[src/rtl/dmem_bus_if.sv]
// dmem_bus_if: data-side bus interface behind the memory-access stage.
// Turns the stage's single-cycle combinational request into a registered,
// ack-terminated bus transaction. It raises a stall request until the access
// completes and returns load data on cpu_data_o. Read data is held across
// downstream stalls, and a pipeline flush cancels the access.
// Optional feature: define DMEM_BUS_TIMEOUT_EN to abort a BUSY access that
// sees no ack within TIMEOUT_CYCLES cycles. The abort pulses bus_err_o.
module dmem_bus_if #(
  parameter int ADDR_W         = 32,
  parameter int DATA_W         = 32,
  parameter int TIMEOUT_CYCLES = 255
) (
  input  logic                clk,
  input  logic                rst,
  input  logic [5:0]          stall_i,
  input  logic                flush_i,
  input  logic                cpu_ce_i,
  input  logic                cpu_we_i,
  input  logic [ADDR_W-1:0]   cpu_addr_i,
  input  logic [DATA_W/8-1:0] cpu_sel_i,
  input  logic [DATA_W-1:0]   cpu_data_i,
  output logic [DATA_W-1:0]   cpu_data_o,
  output logic                stallreq_o,
  output logic [ADDR_W-1:0]   bus_addr_o,
  output logic [DATA_W-1:0]   bus_data_o,
  output logic [DATA_W/8-1:0] bus_sel_o,
  output logic                bus_we_o,
  output logic                bus_cyc_o,
  output logic                bus_stb_o,
  input  logic [DATA_W-1:0]   bus_data_i,
  input  logic                bus_ack_i,
  output logic                bus_err_o
);

  localparam int SEL_W = DATA_W / 8;

  typedef enum logic [1:0] {
    ST_IDLE       = 2'd0,
    ST_BUSY       = 2'd1,
    ST_WAIT_STALL = 2'd2
  } state_t;

  state_t              r_state;
  state_t              w_next_state;

  logic [ADDR_W-1:0]   r_bus_addr;
  logic [DATA_W-1:0]   r_bus_data;
  logic [SEL_W-1:0]    r_bus_sel;
  logic                r_bus_we;
  logic                r_bus_cyc;
  logic                r_bus_stb;
  logic [DATA_W-1:0]   r_rd_buf;

  logic                w_start;
  logic                w_stalled;
  logic                w_timeout;
  logic                w_stallreq;
  logic [DATA_W-1:0]   w_cpu_data;

  // A request is accepted only from IDLE and only when no flush is present.
  assign w_start   = (r_state == ST_IDLE) && cpu_ce_i && !flush_i;
  assign w_stalled = |stall_i;

`ifdef DMEM_BUS_TIMEOUT_EN
  localparam int CNT_W = ($clog2(TIMEOUT_CYCLES) > 8) ? $clog2(TIMEOUT_CYCLES) : 8;

  logic [CNT_W-1:0] r_to_cnt;
  logic             r_bus_err;

  // The watchdog counts ack-free BUSY cycles. It sits at zero outside BUSY,
  // so every BUSY entry starts from zero.
  always_ff @(posedge clk) begin
    if (rst) begin
      r_to_cnt <= '0;
    end else if (r_state != ST_BUSY) begin
      r_to_cnt <= '0;
    end else if (!bus_ack_i) begin
      r_to_cnt <= r_to_cnt + 1'b1;
    end
  end

  // The abort fires on the last allowed ack-free cycle. A same-cycle ack wins.
  assign w_timeout = (r_state == ST_BUSY) && !bus_ack_i &&
                     (r_to_cnt == CNT_W'(TIMEOUT_CYCLES - 1));

  // The error pulse is one cycle long. It follows an abort that no flush pre-empted.
  always_ff @(posedge clk) begin
    if (rst) begin
      r_bus_err <= 1'b0;
    end else begin
      r_bus_err <= w_timeout && !flush_i;
    end
  end

  assign bus_err_o = r_bus_err;
`else
  // Without the watchdog, BUSY waits for an ack indefinitely.
  logic w_unused_timeout;
  assign w_unused_timeout = ^TIMEOUT_CYCLES;
  assign w_timeout        = 1'b0;
  assign bus_err_o        = 1'b0;
`endif

  // State register.
  always_ff @(posedge clk) begin
    // NOTE: sequential state uses non-blocking assignments so every flop samples
    // pre-edge values, independent of block ordering.
    if (rst) begin
      r_state <= ST_IDLE;
    end else begin
      r_state <= w_next_state;
    end
  end

  // Next-state logic and the combinational stall and load-data outputs.
  always_comb begin
    // NOTE: every output of this block gets a default first, so no path can
    // leave one unassigned and infer a latch.
    w_next_state = r_state;
    w_stallreq   = 1'b0;
    w_cpu_data   = '0;

    unique case (r_state)
      ST_IDLE: begin
        if (cpu_ce_i && !flush_i) begin
          w_stallreq   = 1'b1;
          w_next_state = ST_BUSY;
        end
      end

      ST_BUSY: begin
        if (flush_i) begin
          w_next_state = ST_IDLE;
        end else if (bus_ack_i) begin
          w_cpu_data   = bus_data_i;
          w_next_state = w_stalled ? ST_WAIT_STALL : ST_IDLE;
        end else if (w_timeout) begin
          w_next_state = w_stalled ? ST_WAIT_STALL : ST_IDLE;
        end else begin
          w_stallreq   = 1'b1;
        end
      end

      ST_WAIT_STALL: begin
        w_cpu_data = r_rd_buf;
        if (flush_i || !w_stalled) begin
          w_next_state = ST_IDLE;
        end
      end

      default: begin
        w_next_state = ST_IDLE;
      end
    endcase

    // Reset silences the pipeline-facing outputs within the same cycle.
    if (rst) begin
      w_next_state = ST_IDLE;
      w_stallreq   = 1'b0;
      w_cpu_data   = '0;
    end
  end

  // Bus-side registers and the read buffer. The request is latched only on
  // IDLE->BUSY, so the bus fields hold steady while the access is outstanding.
  always_ff @(posedge clk) begin
    if (rst) begin
      r_bus_addr <= '0;
      r_bus_data <= '0;
      r_bus_sel  <= '0;
      r_bus_we   <= 1'b0;
      r_bus_cyc  <= 1'b0;
      r_bus_stb  <= 1'b0;
      // NOTE: rd_buf is a single data register, not a memory array, and it is
      // visible in WAIT_STALL, so it gets a defined reset value.
      r_rd_buf   <= '0;
    end else begin
      unique case (r_state)
        ST_IDLE: begin
          if (w_start) begin
            r_bus_addr <= cpu_addr_i;
            r_bus_data <= cpu_data_i;
            r_bus_sel  <= cpu_sel_i;
            r_bus_we   <= cpu_we_i;
            r_bus_cyc  <= 1'b1;
            r_bus_stb  <= 1'b1;
          end
        end

        ST_BUSY: begin
          if (flush_i) begin
            r_bus_cyc <= 1'b0;
            r_bus_stb <= 1'b0;
            r_bus_we  <= 1'b0;
          end else if (bus_ack_i) begin
            r_bus_cyc <= 1'b0;
            r_bus_stb <= 1'b0;
            r_bus_we  <= 1'b0;
            if (!r_bus_we) begin
              r_rd_buf <= bus_data_i;
            end
          end else if (w_timeout) begin
            r_bus_cyc <= 1'b0;
            r_bus_stb <= 1'b0;
            r_bus_we  <= 1'b0;
            r_rd_buf  <= '0;
          end
        end

        default: begin
        end
      endcase
    end
  end

  assign cpu_data_o = w_cpu_data;
  assign stallreq_o = w_stallreq;
  assign bus_addr_o = r_bus_addr;
  assign bus_data_o = r_bus_data;
  assign bus_sel_o  = r_bus_sel;
  assign bus_we_o   = r_bus_we;
  assign bus_cyc_o  = r_bus_cyc;
  assign bus_stb_o  = r_bus_stb;

endmodule

[config.mk]
export PLATFORM = sky130hd
export DESIGN_NAME = dmem_bus_if
export DESIGN_NICKNAME = d
export VERILOG_FILES = /design/src/rtl/dmem_bus_if.sv
export SDC_FILE = /design/constraint.sdc
export NUM_CORES = 1
export LEC_CHECK = 0
export CORE_MARGIN = 4
export CORE_UTILIZATION = 40
export DETAILED_ROUTE_END_ITERATION = 6
export PLACE_DENSITY = 0.81
export RECOVER_POWER = 50
export SLEW_MARGIN = 15
export SYNTH_ARGS = -nofsm -noshare
export SYNTH_HDL_FRONTEND = slang
export SYNTH_SLANG_ARGS = --single-unit
[constraint.sdc]
create_clock -name clk -period 3.9 [get_ports clk]
set_input_delay 0.975 -clock clk [delete_from_list [all_inputs] [get_ports clk]]
set_output_delay 0.975 -clock clk [all_outputs]
set_load 0.01 [all_outputs]
==> results of run 1 <==
[cells by family after synthesis]
family                     count (synthesis)  share of synthesized area [%]
AOI/OAI and AO/OA                        139                          18.76
DFF                                      104                          49.78
muxes                                      1                         0.2393
and+or+nand+nor                          254                          24.26
buffers and inverters                     51                          5.983
adders and majority gates                  3                         0.8975
other                                      1                        0.08965
[critical path, cell delays in order]
cell and delay, ns:
clkdlybuf4s50_1 0.47, inv_1 0.11, and3_1 0.20, buf_12 0.19
a22oi_1 0.09, nor2_1 0.13, clkdlybuf4s50_1 0.56
[flip-flops by register name, summed over array words and instances, names as in the netlist]
signal and cells:
bus_addr_o 32, bus_data_o 32, bus_sel_o 4, bus_stb_o 1, bus_we_o 1, r_rd_buf 32
r_state 2
[cell type report]
type	instances	area, sq um
clock inverters	4	77.57
fillers	873	3710
inverters	4	15.01
clock buffers	12	145.1
well taps	136	170.2
flip-flops and latches	104	2082
multi-input cells	398	1858
repair buffers	223	2220
[metal layers]
| metal | vias to the layer above | share of wire (%) | routed length, microns |
|---|---|---|---|
| met3 | 15 | 8.9 | 1129 |
| met2 | 134 | 51 | 6468 |
| met1 | 1982 | 39 | 4925 |
| met4 | 0 | 1.3 | 170 |
| li1 | 2185 | - | - |
| met5 | - | 0 | 0 |
[how the worst min path moves through the flow]
stage	startpoint	to	slack [ns]
finish	bus_addr_o[24]$_SDFFE_PP0P_	bus_addr_o[24]$_SDFFE_PP0P_	0.45
global route	bus_data_o[11]$_SDFFE_PP0P_	bus_data_o[11]$_SDFFE_PP0P_	0.48
CTS	bus_addr_o[2]$_SDFFE_PP0P_	bus_addr_o[2]$_SDFFE_PP0P_	0.46
detailed placement	bus_data_o[6]$_SDFFE_PP0P_	bus_data_o[6]$_SDFFE_PP0P_	0.45
global placement	bus_data_o[8]$_SDFFE_PP0P_	bus_data_o[8]$_SDFFE_PP0P_	0.44
floorplan	r_rd_buf[0]$_SDFFE_PP0P_	r_rd_buf[0]$_SDFFE_PP0P_	0.44
[layout by cell type, fill, tap and decap left out, drive strengths merged, types with 2 or more instances in the layout]
master         synthesis  layout
a21oi                103     103
dfxtp                104     104
clkinv                 0       2
nand3                  3       3
clkdlybuf4s50          0     143
or2                    2       2
clkbuf                23      13
nor2                  33      33
dlygate4sd3            0      71
nand2                203     203
ha                     3       3
nand2b                 5       5
bufinv                 0       2
a22oi                 32      32
inv                    4       4
buf                   24       8
[power by group through the flow]
stage	combinational, mW	clock, mW	sequential (mW)
final	0.738	0.741	1.22
after global routing	0.813	0.797	1.23
after CTS	0.770	0.758	1.22
after detailed placement	0.767	0	1.25
after global placement	0.746	0	1.24
after floorplan	0.378	0	1.27
==> metrics.md, run 1 <==
| Metric | Value |
|---|---|
| CP required | `2.92 ns` |
| Clock tree buffer depth | `2` |
| Synth Flop Type | `dfxtp_1` |
| Tmin final | `3.707 ns` |
| Placed cell count | `865` |
| Worst Setup EP | `cpu_data_o[20]` |
| Synth top area cells | `dfxtp_1 (50%), nand2_1 (18%), a21oi_1 (12%), a22oi_1 (5.7%), nor2_1 (3.0%)` |
| Share of layout cells above drive strength 1 | `3.893%` |
| Unrepaired setup endpoints after global routing | `no` |
| Count of cell types in the netlist | `30` |
| Sequential Power Share | `45.2%` |
| Pleak | `2.435 nW` |
| Cell count after synthesis | `553` |
| Setup Buffers After CTS | `0` |
| GP Congestion | `0.7939` |
| Pin count of the biggest net entering global routing | `~110` |
| Clock sinks | `104` |
| Total CTS buffers | `9` |
| Crit-path max FO | `32` |
| PD cells | `about 410 nW/um^2` |
| Crit path arrival time | `2.73 ns` |
| Gr usage total | `19.49%` |
| Site Rows | `37` |
| Resized cells post-CTS | `0` |
| Post-DP Area | `6350 sq um` |
| Peak supply drop | `0.2108 mV` |
| DR DRC count | `0` |
| Global-route wire length before repair | `19170 microns` |
| Power share of the combinational group | `27.4%` |
| Count leader, synth | `nand2_1` |
| Reg2reg start | `r_state[0]$_SDFFE_PP0P_` |
| Slew @ Worst Pin | `between 1 and 1.5 ns` |
| Grt ovf | `0` |
| Final cell area excluding filler cells | `6568 sq um` |
| Routed vias | `4316` |
| Met1 usage | `22.27%` |
| # diodes | `0` |
| P_int | `1.885 mW` |
| Top cells by count, synth | `nand2_1 (203), dfxtp_1 (104), a21oi_1 (103)` |
| IO buf count | `215` |
| Yosys top cell by area | `dfxtp_1` |
| Initial DRC count | `342` |
| Mapped Area | `4183 sq um` |
| Max cap viols | `0` |
| Final Hold Vio Count | `0` |
| Async SR Flop Fraction | `0%` |
| Vias in the first global route | `slightly above 4000` |
| Seq/Total Area, Yosys | `49.78%` |
| Max-slew violations | `0` |
| EDFF count, synth | `0` |
| Switching pwr | `811.5 uW` |
| HPWL Detailed | `9030 microns` |
| Setup Skew | `about 0.013 ns` |
| Clock transition at path regs | `0.10 ns` |
| Core footprint | `10280 sq um` |
| Area delta synth->final | `57.01%` |
| M3 GR Usage | `under 10%` |
| Root Driver | `clkbuf_8` |
| Hold_buf cts | `0` |
| 1st-pass router iterations | `5` |
| Outcome | `completed` |
| CTS tree | `done` |
| Clk pwr share | `between 20 and 30%` |
| Reg2Reg Depth | `6` |
| Crit Path Category | `primary input to primary output` |
| Non-filler cells, final | `~880` |
| Setup WS pre-CTS | `around 0.16 ns` |
| Setup TNS | `0 ns` |
| Worst skew pair latency | `roughly 0.35 ns` |
| Critical Path Sink Type | `primary output` |
| Layout Nets | `approximately 860` |
| Hold Worst Slack | `approximately 0.45 ns` |
| Initial Util | `40.70%` |
| Wire per inst | `14.41 microns` |
| Achievable clock frequency | `269.8 MHz` |
| Final setup viols | `0` |
| Top cell type's share of synthesized area | `around half` |
| Critical path startpoint | `flush_i` |
| Syn_nets | `between 600 and 700` |
| Global routing met2 resource utilization | `34.49%` |
| Avg Cell Area, Syn | `7.564 sq um` |
| Switching share of power | `30.09%` |
| Most used routing layer | `met2` |
| Full die area | `about 12000 sq um` |
| DRT Wirelength | `12690 microns` |
| Initial antenna violation count | `0` |
| Reg2reg setup slack | `roughly 1.6 ns` |
| CTS H-tree depth | `3` |
| Startpoint types | `primary input` |
| Die Wd | `around 110 microns` |
| Final WS setup | `0.1932 ns` |
| Max-slew headroom at the worst pin | `9.640%` |
| Period utilization | `95.05%` |
| WHS Path Cells | `2` |
| Final Util | `a little under two thirds` |
| Routed vias/inst | `4.899` |
| R2R Path End | `bus_data_o[24]$_SDFFE_PP0P_` |
| Hold WC Path Type | `flip-flop to flip-flop` |
| Die Ht | `110.3 microns` |
| Warnings from Yosys | `0` |
| DRT antenna net count | `0` |
| IO Pins | `217` |
| PnR Total Power | `between 2 and 3 mW` |
| Flops & latches, synth | `between 100 and 150` |
No activity file was read; power rests on OpenSTA's default activity.
==> inputs of run 2 (changes only) <==
CAP_MARGIN = 20   (was not set)
==> results of run 2 <==
The final DEF is identical to that of run 1; final timing and power are the same.
